[src/rtl/calc2_core_if.sv]
// calc2_core_if: per-port request/response bundle for calc2_core.
interface calc2_core_if #(
  parameter int NUM_PORTS = 4,
  parameter int WIDTH     = 32
);
  logic [4*NUM_PORTS-1:0]     req_cmd_in;
  logic [WIDTH*NUM_PORTS-1:0] req_data_in;
  logic [WIDTH*NUM_PORTS-1:0] out_data;
  logic [2*NUM_PORTS-1:0]     out_resp;
  logic [NUM_PORTS-1:0]       out_busy;
  modport master (output req_cmd_in, req_data_in, input out_data, out_resp, out_busy);
  modport slave  (input req_cmd_in, req_data_in, output out_data, out_resp, out_busy);
endinterface

[src/rtl/calc2_core.sv]
// calc2_core: multi-port two-cycle calculator; per-port request FIFOs feed one
// shared single-cycle ALU through a round-robin arbiter.
module calc2_core #(
  parameter int NUM_PORTS = 4,
  parameter int WIDTH     = 32,
  parameter int DEPTH     = 2
) (
  input logic         c_clk,
  input logic         reset,
  calc2_core_if.slave io
);
  typedef enum logic {IDLE, OP2} state_t;
  localparam int AW = $clog2(DEPTH);
  localparam int SW = $clog2(WIDTH);
  localparam int PW = NUM_PORTS > 1 ? $clog2(NUM_PORTS) : 1;
  localparam int EW = 4 + 2 * WIDTH;
  localparam logic [AW:0] FULL   = (AW+1)'(DEPTH);
  localparam logic [AW:0] ALMOST = (AW+1)'(DEPTH - 1);
  state_t           state_q [NUM_PORTS];
  state_t           state_d [NUM_PORTS];
  logic [3:0]       cmd_q   [NUM_PORTS];
  logic [3:0]       cmd_d   [NUM_PORTS];
  logic [WIDTH-1:0] op1_q   [NUM_PORTS];
  logic [WIDTH-1:0] op1_d   [NUM_PORTS];
  logic [EW-1:0]    mem_q   [NUM_PORTS][DEPTH];
  logic [EW-1:0]    mem_d   [NUM_PORTS][DEPTH];
  logic [AW-1:0]    wr_q    [NUM_PORTS];
  logic [AW-1:0]    wr_d    [NUM_PORTS];
  logic [AW-1:0]    rd_q    [NUM_PORTS];
  logic [AW-1:0]    rd_d    [NUM_PORTS];
  logic [AW:0]      cnt_q   [NUM_PORTS];
  logic [AW:0]      cnt_d   [NUM_PORTS];
  logic [WIDTH-1:0] data_q  [NUM_PORTS];
  logic [WIDTH-1:0] data_d  [NUM_PORTS];
  logic [1:0]       resp_q  [NUM_PORTS];
  logic [1:0]       resp_d  [NUM_PORTS];
  logic [NUM_PORTS-1:0] busy_q, busy_d;
  logic [PW-1:0]    ptr_q, ptr_d, gnt;
  logic             gnt_vld;
  logic [EW-1:0]    head;
  logic [3:0]       h_cmd;
  logic [WIDTH-1:0] h_op1, h_op2, res_data;
  logic [WIDTH:0]   sum;
  logic [1:0]       res_resp;
  always_comb begin
    gnt_vld = 1'b0;
    gnt = '0;
    for (int i = 0; i < NUM_PORTS; i++)
      if (!gnt_vld && cnt_q[(int'(ptr_q) + i) % NUM_PORTS] != '0) begin
        gnt_vld = 1'b1;
        gnt = PW'((int'(ptr_q) + i) % NUM_PORTS);
      end
  end
  assign head  = mem_q[gnt][rd_q[gnt]];
  assign h_cmd = head[EW-1 -: 4];
  assign h_op1 = head[2*WIDTH-1 -: WIDTH];
  assign h_op2 = head[WIDTH-1:0];
  assign sum   = {1'b0, h_op1} + {1'b0, h_op2};
  // Overflow, underflow and unknown opcodes all collapse to resp 2 with zero data
  assign res_data = h_cmd == 4'd1 ? (sum[WIDTH] ? '0 : sum[WIDTH-1:0]) :
                    h_cmd == 4'd2 ? (h_op2 > h_op1 ? '0 : h_op1 - h_op2) :
                    h_cmd == 4'd5 ? h_op1 << h_op2[SW-1:0] :
                    h_cmd == 4'd6 ? h_op1 >> h_op2[SW-1:0] : '0;
  assign res_resp = ((h_cmd == 4'd1 && !sum[WIDTH]) || (h_cmd == 4'd2 && h_op2 <= h_op1) ||
                     h_cmd == 4'd5 || h_cmd == 4'd6) ? 2'd1 : 2'd2;
  always_comb begin
    logic push, pop, start;
    logic [3:0] cin;
    logic [WIDTH-1:0] din;
    push = 1'b0;
    pop = 1'b0;
    start = 1'b0;
    cin = '0;
    din = '0;
    ptr_d = gnt_vld ? PW'((int'(gnt) + 1) % NUM_PORTS) : ptr_q;
    mem_d = mem_q;
    for (int p = 0; p < NUM_PORTS; p++) begin
      cin = io.req_cmd_in[4*p +: 4];
      din = io.req_data_in[WIDTH*p +: WIDTH];
      push = state_q[p] == OP2;
      pop = gnt_vld && int'(gnt) == p;
      start = !push && cin != 4'd0 && !busy_q[p];
      state_d[p] = start ? OP2 : IDLE;
      cmd_d[p] = start ? cin : cmd_q[p];
      op1_d[p] = start ? din : op1_q[p];
      if (push) mem_d[p][wr_q[p]] = {cmd_q[p], op1_q[p], din};
      wr_d[p] = wr_q[p] + AW'(push);
      rd_d[p] = rd_q[p] + AW'(pop);
      cnt_d[p] = cnt_q[p] + (AW+1)'(push) - (AW+1)'(pop);
      // Busy one cycle early while OP2 will consume the last free slot
      busy_d[p] = cnt_d[p] == FULL || (cnt_d[p] == ALMOST && state_d[p] == OP2);
      data_d[p] = pop ? res_data : '0;
      resp_d[p] = pop ? res_resp : 2'd0;
    end
  end
  always_ff @(posedge c_clk or negedge reset)
    if (!reset) begin
      ptr_q <= '0;
      busy_q <= '0;
      for (int p = 0; p < NUM_PORTS; p++) begin
        state_q[p] <= IDLE;
        cmd_q[p] <= '0;
        op1_q[p] <= '0;
        wr_q[p] <= '0;
        rd_q[p] <= '0;
        cnt_q[p] <= '0;
        data_q[p] <= '0;
        resp_q[p] <= '0;
      end
    end else begin
      ptr_q <= ptr_d;
      busy_q <= busy_d;
      state_q <= state_d;
      cmd_q <= cmd_d;
      op1_q <= op1_d;
      wr_q <= wr_d;
      rd_q <= rd_d;
      cnt_q <= cnt_d;
      data_q <= data_d;
      resp_q <= resp_d;
    end
  always_ff @(posedge c_clk) mem_q <= mem_d;
  assign io.out_busy = busy_q;
  for (genvar g = 0; g < NUM_PORTS; g++) begin : g_out
    assign io.out_data[WIDTH*g +: WIDTH] = data_q[g];
    assign io.out_resp[2*g +: 2] = resp_q[g];
  end
endmodule

[src/flat_wrapper.sv]
// flat-port wrapper written by rule: the top's interface ports become plain ports
module calc2_core_flat 
#(
  parameter int NUM_PORTS = 4,
  parameter int WIDTH     = 32,
  parameter int DEPTH     = 2
)
  (c_clk, reset, io_req_cmd_in, io_req_data_in, io_out_data, io_out_resp, io_out_busy);
  calc2_core_if #(.NUM_PORTS(NUM_PORTS), .WIDTH(WIDTH)) io_i ();
  input logic c_clk;
  input logic reset;
  input wire logic [$bits(io_i.req_cmd_in)-1:0] io_req_cmd_in;
  input wire logic [$bits(io_i.req_data_in)-1:0] io_req_data_in;
  output wire logic [$bits(io_i.out_data)-1:0] io_out_data;
  output wire logic [$bits(io_i.out_resp)-1:0] io_out_resp;
  output wire logic [$bits(io_i.out_busy)-1:0] io_out_busy;
  assign io_i.req_cmd_in = io_req_cmd_in;
  assign io_i.req_data_in = io_req_data_in;
  assign io_out_data = io_i.out_data;
  assign io_out_resp = io_i.out_resp;
  assign io_out_busy = io_i.out_busy;
  calc2_core #(.NUM_PORTS(NUM_PORTS), .WIDTH(WIDTH), .DEPTH(DEPTH)) u_core (.c_clk(c_clk), .reset(reset), .io(io_i));
endmodule
[config.mk]
export PLATFORM = sky130hd
export DESIGN_NAME = calc2_core_flat
export DESIGN_NICKNAME = d
export VERILOG_FILES = /design/src/rtl/calc2_core_if.sv /design/src/rtl/calc2_core.sv /design/src/flat_wrapper.sv
export SDC_FILE = /design/constraint.sdc
export NUM_CORES = 1
export LEC_CHECK = 0
export BUFFER_PORTS_ARGS = -buffer_cell sky130_fd_sc_hd__buf_2
export CAP_MARGIN = 20
export CORE_ASPECT_RATIO = 0.6
export CORE_MARGIN = 3
export CORE_UTILIZATION = 40
export CTS_BUF_LIST = sky130_fd_sc_hd__clkbuf_4
export DETAILED_ROUTE_END_ITERATION = 16
export PLACE_DENSITY_LB_ADDON = 0.12
export SLEW_MARGIN = 20
export SYNTH_ARGS = -nofsm -noshare
export SYNTH_HDL_FRONTEND = slang
export SYNTH_SLANG_ARGS = --single-unit
[constraint.sdc]
create_clock -name c_clk -period 8.35 [get_ports c_clk]
set_input_delay 2.505 -clock c_clk [delete_from_list [all_inputs] [get_ports c_clk]]
set_output_delay 2.505 -clock c_clk [all_outputs]
set_load 0.005 [all_outputs]
* Yosys cells after proc, flatten, opt, wreduce, memory -nomap -nowiden *
Index checks and enable logic that the tools add are counted.

storage, ports and cells
  memories kept = 0
  memory bits (writable) = 0
  bits in read-only memories = 0
  latch bits = 0
  flip-flop bits (word level) = 850
  input bits = 146
  word-level logic and storage cells = 226

cells by class
  shift-type cells = 2
  $add $sub $neg = 22
  $mul = 0
  equality and inequality tests = 15
  reduce and logical (&&, ||, !) cells = 56
  order comparisons = 16
  div/mod/pow operators = 0
  multiplexer cells = 60
  bitwise logic cells = 13

operator list
  operator               number
  $bwmux W136            4
  $mux W68               7
  $mux W32               10
  $bmux W136 S2          1
  $demux W68 S1          4
  $mux W136              2
  $ge A32 B3 Y1 const B  4
  $not A32 Y32           3
  $mux W2                17
  $add A32 B32 Y33       1
  $gt A32 B32 Y1         1
  $le A32 B32 Y1         1
  $not A2 Y32            1
  $shl A32 B5 Y32        1
  $shr A32 B5 Y32        1
  $sub A32 B32 Y32       1
  $logic_and A1 B1 Y1    25
  $bmux W2 S2            4
  $reduce_bool A4 Y1     4
  $eq A2 B2 Y1 const B   6
  $logic_not A1 Y1       12
  $eq A2 B1 Y1 const B   5
  $ge A2 B2 Y1 const B   5
  $mux W1                10
  18 further kinds       54

* Logic depth before layout (Yosys ltp) *
  word-level depth = 32
  mapped depth = 31
  depth with buffers taken out = 23

* Worst setup path after synthesis *
OpenSTA, ideal clock, no wires.

  path kind = flip-flop to flip-flop
  from = register u_core.cnt_q[6] (netlist bit)
  to = register u_core.data_q, in the netlist u_core.io.out_data[127]
  data arrival time = 6194 ps
  clock period less this slack = 6326 ps
  cell stages (with the launch flop) = 29
  path buffers = 9
  data required time = 8218 ps
  path slack = 2024 ps
  library setup time = 132 ps
  cells stage by stage = dfrtp_1 > o21a_1 > o311ai_4 > nand3_1 > and3_1 > buf_2 > nor2_4 > buf_4 > buf_4 > clkbuf_1 > buf_2 > clkbuf_1 > clkbuf_1 > nand3_1 > o21ai_0 > ha_1 > clkbuf_1 > inv_1 > nor3_1 > a221o_1 > nor3_1 > a21oi_1 > a21oi_1 > o21ai_0 > nor2_2 > buf_2 > a211o_1 > a32oi_1 > nor2_1

RTL lines
  item                      RTL line           source
  start: declaration        calc2_core.sv:31   logic [AW:0] cnt_q [NUM_PORTS];
  start signal: assignment  calc2_core.sv:118  cnt_q <= cnt_d;
  end signal: assignment    calc2_core.sv:119  data_q <= data_d;
  end: declaration          calc2_core.sv:33   logic [WIDTH-1:0] data_q [NUM_PORTS];

==> results_dict.tcl <==
set metrics [dict create \
    fin_nets 4785 \
    fp.coreArea_mm2 0.108 \
    synth_largest_area_cell "edfxtp_1" \
    final_antenna_net_count 0 \
    ys_seq_elements 850 \
    ios 286 \
    yosys-top-cells-area "edfxtp_1, dfrtp_1, nand2_1, nand3_1, ha_1" \
    synthCells 4261 \
    ys_types 108 \
    die_area_mm2 0.113 \
    drt_iter0_drc 5665 \
    via_per_inst 6.24 \
    numCtsBuffers 198 \
    portBuffers 285 \
    synth_most_common_cell "nand2_1" \
    fin_crit_sh_pct 95.9 \
    syn_area_mm2 0.0436 \
    cts_hold_buffers 0 \
    track_usage_pct 34.6 \
    cts_sinks 850 \
    fin_crit_ns 8.01 \
    drive_gt1_share_pct 18.7 \
    fin_setup_tns_ns 0 \
    place_ws_ns 0.756 \
    slew_viol_final 0 \
    max_freq_ghz 0.125 \
    cts_htree_levels 4 \
    synth_top_cell_area_share_pct 37.4 \
    num_vias 38384 \
    synth_ff_type "edfxtp_1" \
    worstSetupPathType "reg2reg" \
    instances_no_fill 6148 \
    syn_nets 4494 \
    die_width_um 432 \
    rsz0062_at_grt "no" \
    cp-end-kind "flip-flop" \
    drv_cap 0 \
    wl_per_cell_um 32.5 \
    post-cts-setup-buffers 0 \
    worst_pin_slew_ns 1.31 \
    hold_slack_ns 0.467 \
    hold_violations 0 \
    post_cts_resized 0 \
    grt.overflow.total 0 \
    antenna_found_initial 14 \
    worst_ep_required_time_ns 9.37 \
    dp_hpwl_um 146000 \
    start_util_pct 40.5 \
    crit_arrival_ns 9.02 \
    row_count 93 \
    cp_max_fo 21 \
    placed_cells 5776 \
    synth_common_cells "nand2_1, edfxtp_1, dfrtp_1" \
    critPathLaunchType "flip-flop" \
    root_buffer "clkbuf_4" \
    setup_viol 0 \
    min_path_type "reg2reg" \
    drc 0 \
    nFillCells 10429 \
    grt_pass1_wl_um 278000 \
    ys_seq_area_share_pct 55.0 \
    grt_pass1_vias 35487 \
    grt_max_degree 156 \
    clkLatencyLatePin_ns 1.26 \
    drt-pass1-iter-count 7 \
    ys_warn_count 0 \
    synth_edf_count 544 \
    area_growth_pct 13.4 \
    cts.path.max_buffers 3 \
    async_flop_share_pct 36.0 \
    clock_skew_ns 0.123 \
    path_clk_slew_ns 0.07 \
    die_y_um 262 \
    fin_ws_ns 0.344 \
    status "completed" \
    drt-total-wl_um 200000 \
    syn_area_per_cell_um2 10.2 \
    relSlewSlack_pct 12.5 \
    gp_congestion 1.09 \
    cts_tree "built" \
]
[layer usage]
layer	track usage [%]	wire [µm]	part of all wire (%)	vias up
li1	-	-	-	16476
met1	52.4	90400	45	19136
met2	44.8	76600	38	2512
met3	14.5	28800	14	250
met4	8.14	3690	1.8	10
met5	0	64	0.032	-
[path summary, 6_finish.rpt]
check                                       from                endpoint  slack, ns  depth (start not counted)
worst min-delay path            u_core.cmd_q[13]       u_core.mem_q[473]       0.47                          0
worst min register to register  u_core.cmd_q[13]       u_core.mem_q[473]       0.47                          0
max in group asynchronous                  reset  u_core.io.out_data[63]       5.64                          2
worst max-delay path             u_core.cnt_q[6]  u_core.io.out_data[34]       0.34                         21
min in group asynchronous                  reset          u_core.wr_q[1]       1.32                          1
worst max register to register   u_core.cnt_q[6]  u_core.io.out_data[34]       0.34                         21
[worst max-delay path, stage by stage (launching register included)]
cell	delay (ns)
dfrtp_1	0.42
o21a_1	0.27
o311a_4	0.50
nor2_8	0.34
clkinv_2	0.32
buf_4	0.32
a211oi_1	0.53
a211oi_1	0.18
nor2_1	0.91
inv_1	0.21
ha_1	0.50
o21ai_0	0.13
a21oi_1	0.11
o21ai_0	0.35
or3b_2	0.55
o2111ai_1	0.26
nor2_1	0.06
buf_4	0.25
a32oi_1	0.55
o31ai_1	0.21
nor4_2	0.73
nor2_1	0.09
[sequential cells by signal, summed over array words and instances, names as in the netlist]
name / flops
u_core.op1_q: 128
u_core.cmd_q: 16
u_core.io.out_resp: 8
u_core.wr_q: 4
u_core.ptr_q: 2
u_core.state_q: 4
u_core.io.out_data: 128
u_core.cnt_q: 8
u_core.io.out_busy: 4
u_core.rd_q: 4
u_core.mem_q: 544
[through the flow]
stage / instance area (µm²) / util (%)
3_5_place_dp: 46700 / 43.3
5_1_grt: 49500 / 45.9
4_1_cts: 49400 / 45.9
2_1_floorplan: 43600 / -
3_3_place_gp: 46700 / 43.3
6_report: 49500 / 45.9
[cell usage in the layout (no fill, tap or decap), types with 17 or more instances in the layout]
cell / synthesis / layout
nand2_1: 841 / 839
edfxtp_1: 544 / 544
clkbuf_4: 0 / 311
dfrtp_1: 306 / 305
buf_2: 74 / 284
nor2_1: 246 / 246
nand3_1: 244 / 244
inv_1: 185 / 185
a21oi_1: 142 / 142
o21ai_0: 119 / 114
buf_4: 24 / 110
o31ai_1: 101 / 101
a31oi_1: 95 / 95
a211oi_1: 96 / 95
nor3_1: 96 / 93
mux2i_1: 84 / 84
o22ai_1: 79 / 79
ha_1: 85 / 77
o311ai_0: 52 / 52
o221ai_1: 52 / 52
o32ai_1: 51 / 51
xnor2_1: 45 / 45
clkinv_1: 6 / 39
a22oi_1: 29 / 29
and3_1: 28 / 27
o211ai_1: 26 / 26
nor4_2: 19 / 20
a21o_1: 17 / 17
[final cells by class]
class / instances / area (µm²) / area share, %
clock buffers: 311 / 2330 / 4.72
repair buffers: 411 / 2570 / 5.19
clock inverters: 52 / 413 / 0.834
multi-input cells: 2894 / 17600 / 35.6
diodes: 8 / 20.0 / 0.0405
well taps: 1425 / 1780 / 3.60
inverters: 197 / 746 / 1.51
flip-flops and latches: 850 / 24000 / 48.5
[kinds of logic after synthesis]
kind of cell | after synthesis | share of synthesized area, %
and+or+nand+nor | 1596 | 16.2
AOI/OAI and AO/OA | 1056 | 17.7
DFF | 850 | 55.0
buffers and inverters | 517 | 5.08
muxes | 102 | 2.47
adders and majority gates | 87 | 2.53
xor gates and xnor gates | 53 | 1.06
Power is not shown: default switching activity piles up to over one toggle a cycle in this logic, so the estimate is an artifact.
